$ cat src/rtl/init_pulse_terminal_pkg.sv
// ----------------------------------------------------------------------------
// init_pulse_terminal_pkg
// Shared types and helpers for the init pulse terminal and related strobe
// primitives.
//   state_e   : FSM state encoding (2 bits)
//   act_lvl   : active output level for a given ACTIVE_HIGH setting
//   idle_lvl  : idle output level for a given ACTIVE_HIGH setting
// ----------------------------------------------------------------------------
package init_pulse_terminal_pkg;

    typedef enum logic [1:0] {
        ST_START   = 2'd0,
        ST_IDLE    = 2'd1,
        ST_PULSE   = 2'd2,
        ST_HOLDOFF = 2'd3
    } state_e;

    function automatic logic act_lvl(input int active_high);
        return (active_high != 0);
    endfunction

    function automatic logic idle_lvl(input int active_high);
        return (active_high == 0);
    endfunction

endpackage

$ cat src/rtl/init_pulse_terminal_if.sv
// ----------------------------------------------------------------------------
// init_pulse_terminal_if
// Control/status bundle of an init pulse terminal.
//   enable  : gates trigger acceptance           (master -> slave)
//   trigger : rising edge requests a pulse       (master -> slave)
//   z       : registered terminal output         (slave -> master)
//   busy    : high while pulsing or in holdoff   (slave -> master)
//   done    : one-cycle strobe when z goes idle  (slave -> master)
// ----------------------------------------------------------------------------
interface init_pulse_terminal_if;
    logic enable;
    logic trigger;
    logic z;
    logic busy;
    logic done;

    modport master (
        output enable,
        output trigger,
        input  z,
        input  busy,
        input  done
    );

    modport slave (
        input  enable,
        input  trigger,
        output z,
        output busy,
        output done
    );
endinterface

$ cat src/rtl/init_pulse_terminal_sync_rise_detect.sv
// ----------------------------------------------------------------------------
// sync_rise_detect
// Rising-edge detector for a signal already synchronous to clock.
//   clock  : clock
//   reset  : synchronous active-high reset, clears the history register
//   d_i    : input signal
//   rise_o : d_i & ~(d_i delayed one clock), combinational
// ----------------------------------------------------------------------------
module sync_rise_detect (
    input  logic clock,
    input  logic reset,
    input  logic d_i,
    output logic rise_o
);

    logic d_q;

    always_ff @(posedge clock) begin
        if (reset) begin
            d_q <= 1'b0;
        end else begin
            d_q <= d_i;
        end
    end

    assign rise_o = d_i & ~d_q;

endmodule

$ cat src/rtl/init_pulse_terminal.sv
// ----------------------------------------------------------------------------
// init_pulse_terminal
// Tie-off style terminal that drives a PULSE_LEN-clock active pulse after
// reset release (POST_RESET) and on accepted trigger rising edges, then
// settles to the idle level. Optional holdoff ignores triggers after a pulse.
//   clock : clock
//   reset : synchronous active-high reset (aborts any pulse, no done)
//   term  : slave modport - enable/trigger in, z/busy/done out
//
// state   | meaning
// --------+-------------------------------------------------------------
// START   | left reset with POST_RESET=1, fires on the next clock
// IDLE    | z idle, waiting for enabled trigger edge
// PULSE   | z active, cnt counts remaining active clocks
// HOLDOFF | z idle, triggers ignored until cnt expires
// ----------------------------------------------------------------------------
module init_pulse_terminal
    import init_pulse_terminal_pkg::*;
#(
    parameter int PULSE_LEN   = 16,
    parameter int HOLDOFF_LEN = 0,
    parameter int CNT_W       = 16,
    parameter int ACTIVE_HIGH = 1,
    parameter int POST_RESET  = 1,
    parameter int RETRIG_EN   = 1
) (
    input  logic                  clock,
    input  logic                  reset,
    init_pulse_terminal_if.slave  term
);

    localparam logic ACT_LVL  = act_lvl(ACTIVE_HIGH);
    localparam logic IDLE_LVL = idle_lvl(ACTIVE_HIGH);

    localparam logic [CNT_W-1:0] PULSE_RLD = CNT_W'(PULSE_LEN - 1);
    localparam logic [CNT_W-1:0] HOLD_RLD  =
        (HOLDOFF_LEN > 0) ? CNT_W'(HOLDOFF_LEN - 1) : '0;

    if (PULSE_LEN < 1 || PULSE_LEN > (2 ** CNT_W) - 1) begin : g_bad_pulse_len
        $error("init_pulse_terminal: PULSE_LEN out of range for CNT_W");
    end
    if (HOLDOFF_LEN < 0 || HOLDOFF_LEN > (2 ** CNT_W) - 1) begin : g_bad_holdoff_len
        $error("init_pulse_terminal: HOLDOFF_LEN out of range for CNT_W");
    end

    logic trig_rise;

    sync_rise_detect u_rise (
        .clock  (clock),
        .reset  (reset),
        .d_i    (term.trigger),
        .rise_o (trig_rise)
    );

    state_e             state_q, state_d;
    logic [CNT_W-1:0]   cnt_q, cnt_d;
    logic               z_q, z_d;
    logic               busy_q, busy_d;
    logic               done_q, done_d;

    always_comb begin
        state_d = state_q;
        cnt_d   = cnt_q;
        done_d  = 1'b0;

        unique case (state_q)
            ST_START: begin
                state_d = ST_PULSE;
                cnt_d   = PULSE_RLD;
            end
            ST_IDLE: begin
                if (trig_rise && term.enable) begin
                    state_d = ST_PULSE;
                    cnt_d   = PULSE_RLD;
                end
            end
            ST_PULSE: begin
                // A retrigger takes priority over the terminal count, so an
                // edge on the last active clock extends without a done.
                if ((RETRIG_EN != 0) && trig_rise) begin
                    cnt_d = PULSE_RLD;
                end else if (cnt_q == '0) begin
                    done_d = 1'b1;
                    if (HOLDOFF_LEN > 0) begin
                        state_d = ST_HOLDOFF;
                        cnt_d   = HOLD_RLD;
                    end else begin
                        state_d = ST_IDLE;
                        cnt_d   = '0;
                    end
                end else begin
                    cnt_d = cnt_q - 1'b1;
                end
            end
            ST_HOLDOFF: begin
                if (cnt_q == '0) begin
                    state_d = ST_IDLE;
                end else begin
                    cnt_d = cnt_q - 1'b1;
                end
            end
            default: begin
                state_d = ST_IDLE;
                cnt_d   = '0;
            end
        endcase

        // Outputs are registered from the next state so z changes on the
        // same edge that accepts the trigger.
        z_d    = (state_d == ST_PULSE) ? ACT_LVL : IDLE_LVL;
        busy_d = (state_d == ST_PULSE) || (state_d == ST_HOLDOFF);
    end

    always_ff @(posedge clock) begin
        if (reset) begin
            state_q <= (POST_RESET != 0) ? ST_START : ST_IDLE;
            cnt_q   <= '0;
            z_q     <= IDLE_LVL;
            busy_q  <= 1'b0;
            done_q  <= 1'b0;
        end else begin
            state_q <= state_d;
            cnt_q   <= cnt_d;
            z_q     <= z_d;
            busy_q  <= busy_d;
            done_q  <= done_d;
        end
    end

    assign term.z    = z_q;
    assign term.busy = busy_q;
    assign term.done = done_q;

endmodule

$ cat src/flat_wrapper.sv
// flat-port wrapper written by rule: the top's interface ports become plain ports
module init_pulse_terminal_flat import init_pulse_terminal_pkg::*;
#(
    parameter int PULSE_LEN   = 16,
    parameter int HOLDOFF_LEN = 0,
    parameter int CNT_W       = 16,
    parameter int ACTIVE_HIGH = 1,
    parameter int POST_RESET  = 1,
    parameter int RETRIG_EN   = 1
)
  (clock, reset, term_enable, term_trigger, term_z, term_busy, term_done);
  init_pulse_terminal_if term_i ();
  input  logic clock;
  input  logic reset;
  input wire logic [$bits(term_i.enable)-1:0] term_enable;
  input wire logic [$bits(term_i.trigger)-1:0] term_trigger;
  output wire logic [$bits(term_i.z)-1:0] term_z;
  output wire logic [$bits(term_i.busy)-1:0] term_busy;
  output wire logic [$bits(term_i.done)-1:0] term_done;
  assign term_i.enable = term_enable;
  assign term_i.trigger = term_trigger;
  assign term_z = term_i.z;
  assign term_busy = term_i.busy;
  assign term_done = term_i.done;
  init_pulse_terminal #(.PULSE_LEN(PULSE_LEN), .HOLDOFF_LEN(HOLDOFF_LEN), .CNT_W(CNT_W), .ACTIVE_HIGH(ACTIVE_HIGH), .POST_RESET(POST_RESET), .RETRIG_EN(RETRIG_EN)) u_core (.clock(clock), .reset(reset), .term(term_i));
endmodule
$ cat config.mk
export PLATFORM = sky130hd
export DESIGN_NAME = init_pulse_terminal_flat
export DESIGN_NICKNAME = d
export VERILOG_FILES = /design/src/rtl/init_pulse_terminal_pkg.sv /design/src/rtl/init_pulse_terminal_if.sv /design/src/rtl/init_pulse_terminal_sync_rise_detect.sv /design/src/rtl/init_pulse_terminal.sv /design/src/flat_wrapper.sv
export SDC_FILE = /design/constraint.sdc
export NUM_CORES = 1
export LEC_CHECK = 0
export ABC_AREA = 1
export CAP_MARGIN = 20
export CELL_PAD_IN_SITES_DETAIL_PLACEMENT = 0
export CELL_PAD_IN_SITES_GLOBAL_PLACEMENT = 1
export CORE_MARGIN = 4
export CORE_UTILIZATION = 43
export CTS_BUF_LIST = sky130_fd_sc_hd__clkbuf_8
export DETAILED_ROUTE_END_ITERATION = 7
export PLACE_DENSITY_LB_ADDON = 0.1
export SYNTH_ARGS = -nofsm -noshare
export SYNTH_HDL_FRONTEND = slang
export SYNTH_HIERARCHICAL = 1
export SYNTH_SLANG_ARGS = --single-unit
$ cat constraint.sdc
create_clock -name clock -period 1.9 [get_ports clock]
set_input_delay 0.19 -clock clock [delete_from_list [all_inputs] [get_ports clock]]
set_output_delay 0.19 -clock clock [all_outputs]
set_load 0.01 [all_outputs]
==> flow_metrics.tcl, run 1 <==
set metrics [dict create \
    status "completed" \
    numCtsBuffers 3 \
    yosysMostFrequentCell "nand2_1" \
    antenna_found_initial 0 \
    setup_violations 0 \
    clockBufferDepth 2 \
    place.gp.congestion 0.881 \
    r2r_cells 12 \
    wire_per_inst_um 10.7 \
    cts.repair.resized 0 \
    io_pins 7 \
    rr_endpoint "u_core/cnt_q[15]" \
    r2r-start "u_core/cnt_q[0]" \
    routed_wl_um 3000 \
    grt_pass1_vias 1172 \
    synth_top_area_cell "dfxtp_1" \
    clock-skew-final_ns 0.00137 \
    grt-ovfl-total 0 \
    max_freq_ghz 0.598 \
    min_period_ns 1.67 \
    worstPathCellList "inv_1, ha_1, nand2_1, nor2_4, nand2_2, nand2_2, nand2_2, buf_4, nand2_1, nand2_1, nand2_1, nor2_1" \
    crit_path_start "u_core/cnt_q[0]" \
    async_flop_share_pct 0 \
    grt_usage_pct 15.9 \
    drv_slew 0 \
    cp.arrival_ns 1.88 \
    dieArea_um2 4120 \
    yosys-top-cells-area "dfxtp_1 32%, nand2_1 19%, nor2_1 11%, inv_1 7.7%, nand3_1 7.7%" \
    syn_area_per_cell_um2 6.09 \
    viasPerCell 4.68 \
    relSlewSlack_pct 76.2 \
    yosysSeqAreaShare_pct 32.4 \
    endpoint "u_core/cnt_q[15]" \
    ctsRootBufferMaster "clkbuf_8" \
    syn_to_final_growth_pct 14.6 \
    cts_tree "done" \
    clock_latency_ns 0.26 \
    die_w_um 64.2 \
    dp_hpwl_um 2370 \
    io_buffers 6 \
    insertedDiodeCount 0 \
    ys.flop_type "dfxtp_1" \
    synth_cell_types 25 \
    netlist_instances 223 \
    synth-edff-count 0 \
    period_share_pct 88.0 \
    ir_drop_mv 0.372 \
    leakage_nw 0.775 \
    first_pass_iters 4 \
    critPathKind "reg2reg" \
    ys_ff_latch 22 \
    final_area_um2 1560 \
    synth_common_cells "70 x nand2_1, 41 x nor2_1, 28 x inv_1" \
    core_area_um2 3030 \
    vias 1315 \
    hold_path_class "in2reg" \
    maxCapViolCount 0 \
    power_density_nw_per_um2 736 \
    row_count 20 \
    setup_tns_ns 0 \
    startpoint_type "register" \
    dr.first_iter.drc_count 74 \
    hold_depth 3 \
    critPathMaxStageDelay_ns 0.38 \
    netlist_area_um2 1360 \
    drive_above_1_share_pct 12.7 \
    fillers 312 \
    post_cts_buffers 0 \
    worst_path_max_delay_cell "dfxtp_1" \
    crit_fanout 15 \
    clk_pin_slew_ns 0.08 \
    required_ns 2.11 \
    grt_pass1_wl_um 5190 \
    ctsHoldBuffers 0 \
    nets 244 \
    tightest_slew_ns 0.356 \
    reg2reg_slack_ns 0.23 \
    clock_sinks 22 \
    initial_core_util_pct 44.9 \
    yosys_warnings 6 \
    ant_nets 0 \
    drc 0 \
    final_hold_viol_count 0 \
    path_common_cell "nand2_1" \
    synth.top_cell.area_share_pct 32.4 \
    die_h_um 64.2 \
    rsz0062_at_grt "false" \
    h-tree-depth 1 \
    synthesis.nets 229 \
    cp-end-kind "register" \
    dpl_cell_area_um2 1500 \
    grt_max_degree 16 \
]
through the flow:
stage	utilization (%)	hold WS [ns]	instances	setup WS, ns	power [W]
6_report	51.4	0.465	281	0.229	0.00115
5_1_grt	51.4	0.475	281	0.0172	0.00123
4_1_cts	51.4	0.466	281	0.216	0.00116
3_5_place_dp	49.6	0.471	277	0.0317	0.000820
3_3_place_gp	49.6	0.457	277	0.105	0.000817
2_1_floorplan	-	0.262	223	0.533	0.000745
registers in the layout (all words and copies together), names as in the netlist:
signal	flops
u_core/cnt_q	16
u_core/state_q	2
u_core/term.busy	1
u_core/term.done	1
u_core/term.z	1
u_core/u_rise/d_q	1
worst max-delay path, delay by kind of cell, from the launching register on:
family                   cells  cell delay (ns)
flip-flops                   1             0.38
AND/OR/NAND/NOR              9             0.75
buffers and inverters        2             0.27
adder cells (fa/ha/maj)      1             0.22
kinds of logic (layout without fill, tap and decap cells):
family / count (synthesis) / in the layout / share of synthesized area, %
fa+ha+maj: 2 / 2 / 1.84
compound gates: 9 / 9 / 3.78
simple gates: 155 / 155 / 50.4
buf+inv: 33 / 47 / 10.3
flops: 22 / 22 / 32.4
xor+xnor: 2 / 2 / 1.29
routing by layer:
metal  share of wire [%]  global-route usage, %  routed length (um)
met1                  51                   21.1                1530
met2                  46                   25.5                1380
met3                 1.6                   2.64                  48
met4                 1.4                   6.07                  41
met5                   0                      0                   0
cell usage in the layout, fill, tap and decap left out, drive strengths merged:
cell and instances:
a21oi 4, nand4 4, clkdlybuf4s50 6, dfxtp 22
xnor2 1, o21ai 4, clkbuf 4, xor2 1
nor3 1, buf 8, and2 1, nor2 52
nand2 74, nand3 22, ha 2, nand3b 1
o211ai 1, inv 29
worst min path at each step:
stage / from / endpoint
floorplan: reset / u_core/u_rise/d_q
global placement: u_core/cnt_q[1] / u_core/cnt_q[1]
detailed placement: u_core/cnt_q[1] / u_core/cnt_q[1]
CTS: term_trigger / u_core/u_rise/d_q
global route: term_trigger / u_core/u_rise/d_q
finish: term_trigger / u_core/u_rise/d_q
area by class of cell:
class | count | area [um2] | share of cell area (%)
clock buffer | 4 | 55.1 | 3.53
inverter | 29 | 109 | 6.99
multi-input combinational | 168 | 778 | 50.0
sequential | 22 | 440 | 28.3
tap | 44 | 55.1 | 3.53
timing repair buffer | 14 | 120 | 7.71
where the power goes:
| group | switching [W] | total [W] | internal, W |
|---|---|---|---|
| Clock | 0.000153 | 0.000337 | 0.000185 |
| Sequential | 0.0000261 | 0.000514 | 0.000488 |
| Combinational | 0.000181 | 0.000295 | 0.000114 |
| Total | 0.000359 | 0.00115 | 0.000787 |
(Power assumes the default switching activity.)
==> run 2: changes to the inputs <==
Settings changed: CORE_UTILIZATION 43 to 44, SKIP_LAST_GASP set to 1, SYNTH_HIERARCHICAL 1 to not set.
==> run 2 against run 1 <==
Maximum frequency rose by 3.9%. Power grew 7.5%. Sequential cell count stayed put. Highest routed layer unchanged.
==> flow_metrics.tcl, run 2 <==
set metrics [dict create \
    ant_nets 0 \
    layout_commonest_cell "nand2_1" \
    cp.arrival_ns 1.78 \
    status "completed" \
    power_density_nw_per_um2 851 \
    h-tree-depth 1 \
    syn_to_final_growth_pct 9.67 \
    min_period_ns 1.61 \
    yosys_warnings 0 \
    postLayoutCoreUtil_pct 51.6 \
    antenna_found_initial 0 \
    startpoint_type "register" \
    vias 1206 \
    top_regs "u_core.cnt_q: 16 flops, u_core.state_q: 2 flops" \
    synth_cell_types 27 \
    fillers 286 \
    io_buffers 6 \
    ys_ff_latch 22 \
    yosys-top-cells-area "dfxtp_1 33%, nand2_1 15%, nand3_1 8.0%, nor2_1 8.0%, inv_1 7.7%" \
    setup_violations 0 \
    cts_tree "done" \
    clk_pin_slew_ns 0.08 \
    ctsHoldBuffers 0 \
    tightest_slew_ns 0.465 \
    routed_wl_um 2840 \
    ctsRootBufferMaster "clkbuf_8" \
    critPathKind "reg2reg" \
    synth-edff-count 0 \
    crit_path_start "u_core.cnt_q[0]" \
    synth_common_cells "53 x nand2_1, 28 x nor2_1, 27 x inv_1" \
    required_ns 2.07 \
    period_share_pct 84.6 \
    row_count 19 \
    clockBufferDepth 2 \
    synth_top_area_cell "dfxtp_1" \
    ys.flop_type "dfxtp_1" \
    cp-end-kind "register" \
    hold_path_class "reg2reg" \
    setup_tns_ns 0 \
    synth.top_cell.area_share_pct 33.4 \
    max_freq_ghz 0.622 \
    maxCapViolCount 0 \
    synthesis.nets 209 \
    power_w 0.00123 \
    clock-skew-final_ns 0.00630 \
    async_flop_share_pct 0 \
    nets 218 \
    leakage_nw 0.678 \
    hold_ws_ns 0.477 \
    io_pins 7 \
    die_w_um 62.8 \
    dr.first_iter.drc_count 63 \
    r2r-start "u_core.cnt_q[0]" \
    numCtsBuffers 3 \
    relSlewSlack_pct 68.9 \
    netlist_instances 203 \
    die_h_um 62.8 \
    worstHoldStart "u_core.cnt_q[1]" \
    viasPerCell 5.00 \
    wire_per_inst_um 11.8 \
    grt_pass1_vias 1076 \
    drc 0 \
    grt-ovfl-total 0 \
    dp_hpwl_um 2150 \
    netlist_area_um2 1320 \
    largest_register_ffs 16 \
    drive_above_1_share_pct 13.8 \
    yosysMostFrequentCell "nand2_1" \
    grt_pass1_wl_um 4960 \
    clock_latency_ns 0.27 \
    ir_drop_mv 0.380 \
    top_register "u_core.cnt_q" \
    layout_common_cells "53 x nand2_1, 28 x nor2_1, 27 x inv_1, 22 x dfxtp_1, 21 x nand3_1" \
    syn_area_per_cell_um2 6.50 \
    cts.repair.resized 0 \
    drv_slew 0 \
    yosysSeqAreaShare_pct 33.4 \
    post_cts_buffers 0 \
    core_area_um2 2810 \
    initial_core_util_pct 47.1 \
    crit_fanout 6 \
    insertedDiodeCount 0 \
    rsz0062_at_grt "false" \
    place.gp.congestion 0.886 \
    clock_sinks 22 \
    dieArea_um2 3940 \
    final_hold_viol_count 0 \
    grt_usage_pct 15.6 \
    first_pass_iters 4 \
    grt_max_degree 25 \
]
[run 2: changes by cell type after synthesis, sizes merged, moves of 2 or more]
cell / change
o21ai: +4
nand3: +2
nor3: +2
nor2: -16
a21oi: +4
nand3b: +2
inv: -2
nand2: -15
nand4: -2
[run 2: final timing paths]
kind	endpoint	slack [ns]	cells after the start
min	u_core.cnt_q[1]	0.48	2
min reg2reg	u_core.cnt_q[1]	0.48	2
max	u_core.cnt_q[5]	0.29	9
max reg2reg	u_core.cnt_q[5]	0.29	9
[run 2: power by group]
group	switching (W)	internal (W)
logic	0.000255	0.000151
clock network	0.000152	0.000142
registers	0.0000325	0.000500
total	0.000440	0.000793
[run 2: worst max-delay path: stages (launching register included)]
cell	delay, ns
dfxtp_1	0.32
inv_1	0.10
ha_1	0.18
nand2_1	0.06
nor2_1	0.18
nand3_2	0.18
nand2_1	0.21
nand2_2	0.13
nand2_1	0.10
nor2_1	0.04
[run 2: kinds of logic (layout without fill, tap and decap cells)]
kind of cell | count (synthesis) | count (layout) | synth area share (%)
AO/OA/AOI/OAI | 18 | 18 | 8.82
XOR/XNOR | 1 | 1 | 0.664
flip-flops | 22 | 22 | 33.4
AND/OR/NAND/NOR | 129 | 129 | 45.5
adder cells (fa/ha/maj) | 2 | 2 | 1.90
buffers and inverters | 31 | 38 | 9.76
[run 2: layout make-up]
cell class	instances	area (um2)	share of cell area [%]
well taps	31	38.8	2.68
inverters	27	101	7.00
flip-flops and latches	22	440	30.4
multi-input cells	150	751	51.9
clock buffers	3	41.3	2.85
repair buffers	8	75.1	5.19
[run 2: layer usage]
metal  global-route usage (%)  share of wire [%]  vias up
met2                     22.8                 41       14
met4                     5.79                1.5        0
met5                        0                  0        -
met3                     2.88                2.6        5
li1                         -                  -      652
met1                     22.5                 55      535
[run 2: through the flow]
step	cells	area (um2)	setup WS, ns
after floorplan	203	1320	0.555
final	241	1450	0.292
after global routing	241	1450	0.0840
after detailed placement	238	1410	0.147
after global placement	238	1410	0.168
after CTS	241	1450	0.283
==> variant (settings of run 2) <==
`CNT_W` is set to 16 in 2 places; all go to 15.
--- a/src/rtl/init_pulse_terminal.sv
+++ b/src/rtl/init_pulse_terminal.sv
@@ -20,5 +20,5 @@
     parameter int PULSE_LEN   = 16,
     parameter int HOLDOFF_LEN = 0,
-    parameter int CNT_W       = 16,
+    parameter int CNT_W       = 15,
     parameter int ACTIVE_HIGH = 1,
     parameter int POST_RESET  = 1,
--- a/src/flat_wrapper.sv
+++ b/src/flat_wrapper.sv
@@ -4,5 +4,5 @@
     parameter int PULSE_LEN   = 16,
     parameter int HOLDOFF_LEN = 0,
-    parameter int CNT_W       = 16,
+    parameter int CNT_W       = 15,
     parameter int ACTIVE_HIGH = 1,
     parameter int POST_RESET  = 1,
Function: no difference found for any inputs over 10 cycles, from zero or initial values and one cycle with reset high; that may be too few to reach the edited logic, so the function may still have changed.
==> variant against run 2 <==
Sequential cell count is 1 lower. Total power is 17% lower. Routed wire length is 1.9% lower. Area after synthesis fell by 6.6%. Design area is 4.4% lower. Die area shrank 5.8%. Hold slack got worse by 10 ps. Worst setup slack improved by 3.8 ps. Critical endpoint is now u_core.cnt_q[6].
==> variant: results (changes against run 2) <==
[outcome]
outcome = completed  ; unchanged

[pwr]
ir_drop_uv = 443  ; was 380 µV
leakage_uw = 0.000701  ; was 0.000678 µW
p_int_uw = 703  ; was 793 µW

[routing]
post_drt_via_cell_ratio = 5.14  ; was 5.00
wl_met3_um = 157  ; was 73 µm
wl_met2_um = 1220  ; was 1170 µm
wl_per_cell_um = 11.7  ; was 11.8 µm
drtIter0Drc = 46  ; was 63
dr.pass1.iters = 4  ; unchanged
wl_met1_um = 1350  ; was 1550 µm

[logic_synthesis]
yosys-top-cells-count = nand2_1 (49), nor2_1 (38), inv_1 (27), nand3_1 (25), dfxtp_1 (21)  ; was nand2_1 (53), nor2_1 (28), inv_1 (27), dfxtp_1 (22), nand3_1 (21)
synth.distinct_cells = 22  ; was 27
ys_seq_area_share_pct = 34.1  ; was 33.4%
ys_top_cells_by_area = dfxtp_1 (34%), nand2_1 (15%), nor2_1 (12%)  ; was dfxtp_1 (33%), nand2_1 (15%), nand3_1 (8.0%)

[layout]
finalNonFillerCells = 238  ; was 241
reg_top3 = u_core.cnt_q x15, u_core.state_q x2  ; was u_core.cnt_q x16, u_core.state_q x2
drive_above_1_share_pct = 10.1  ; was 13.8%
fillers = 293  ; was 286
nNetsFinal = 215  ; was 218

[placement]
routabilityCongestion = 0.825  ; was 0.886
dpl.cell_count = 234  ; was 238
dp_hpwl_um = 2170  ; was 2150 µm

[global_routing]
grtUsageTotal_pct = 18.0  ; was 15.6%
gr-usage-met2_pct = 28.4  ; was 22.8%
grt_pass1_wl_um = 5030  ; was 4960 µm
grt_util_met3_pct = 2.98  ; was 2.88%
grtUsageMet1_pct = 24.3  ; was 22.5%
grt_max_degree = 13  ; was 25
grt_pass1_vias = 1154  ; was 1,076

[worst_setup_path]
cp_max_fo = 12  ; was 6
slowest_delay_ps = 340  ; was 320 ps

[sta]
clock_skew_ps = 5.44  ; was 6.30 ps
relSlewSlack_pct = 73.2  ; was 68.9%

variant: cell types whose count changed in the layout (fill, tap and decap cells not counted), moves of 4 or more:
cell,before,now
nor2_1,28,38
a21oi_2,4,0
nand2_1,53,49
nand3_1,21,25
nand4_1,2,6
nor2_2,7,3
variant: worst paths after layout:
kind / startpoint / end / slack [ps] / cells past startpoint
min reg2reg: u_core.cnt_q[1] / u_core.cnt_q[1] / 470 / 2
max reg2reg: u_core.cnt_q[0] / u_core.cnt_q[6] / 300 / 10
max: u_core.cnt_q[0] / u_core.cnt_q[6] / 300 / 10
min: u_core.cnt_q[1] / u_core.cnt_q[1] / 470 / 2
variant: final cells by class:
cell class	instances	area share (%)
well taps	30	2.71
clock buffers	3	2.98
repair buffers	11	7.05
multi-input cells	143	48.6
inverters	29	7.87
clock inverters	1	0.362
flip-flops and latches	21	30.4
variant: power by group through the flow:
stage	Sequential (µW)	Combinational [µW]	Clock [µW]
2_1_floorplan	494	180	0
3_3_place_gp	495	238	0
3_5_place_dp	496	239	0
4_1_cts	485	240	309
5_1_grt	490	279	328
6_report	486	238	296
variant: kinds of logic after synthesis:
logic type	after synthesis	synth area share [%]
xor+xnor	2	1.42
flops	21	34.1
simple gates	130	47.2
buf+inv	34	11.3
compound gates	9	3.96
fa+ha+maj	2	2.03
variant: stage by stage:
stage	setup WS, ps	hold WS (ps)	instance area [µm²]	power, µW	util, %
final	296	467	1380	1020	53.9
after global routing	162	490	1380	1100	53.9
after CTS	273	471	1380	1030	53.9
after detailed placement	201	458	1340	734	52.1
after global placement	201	454	1340	733	52.1
after floorplan	582	306	1230	674	-
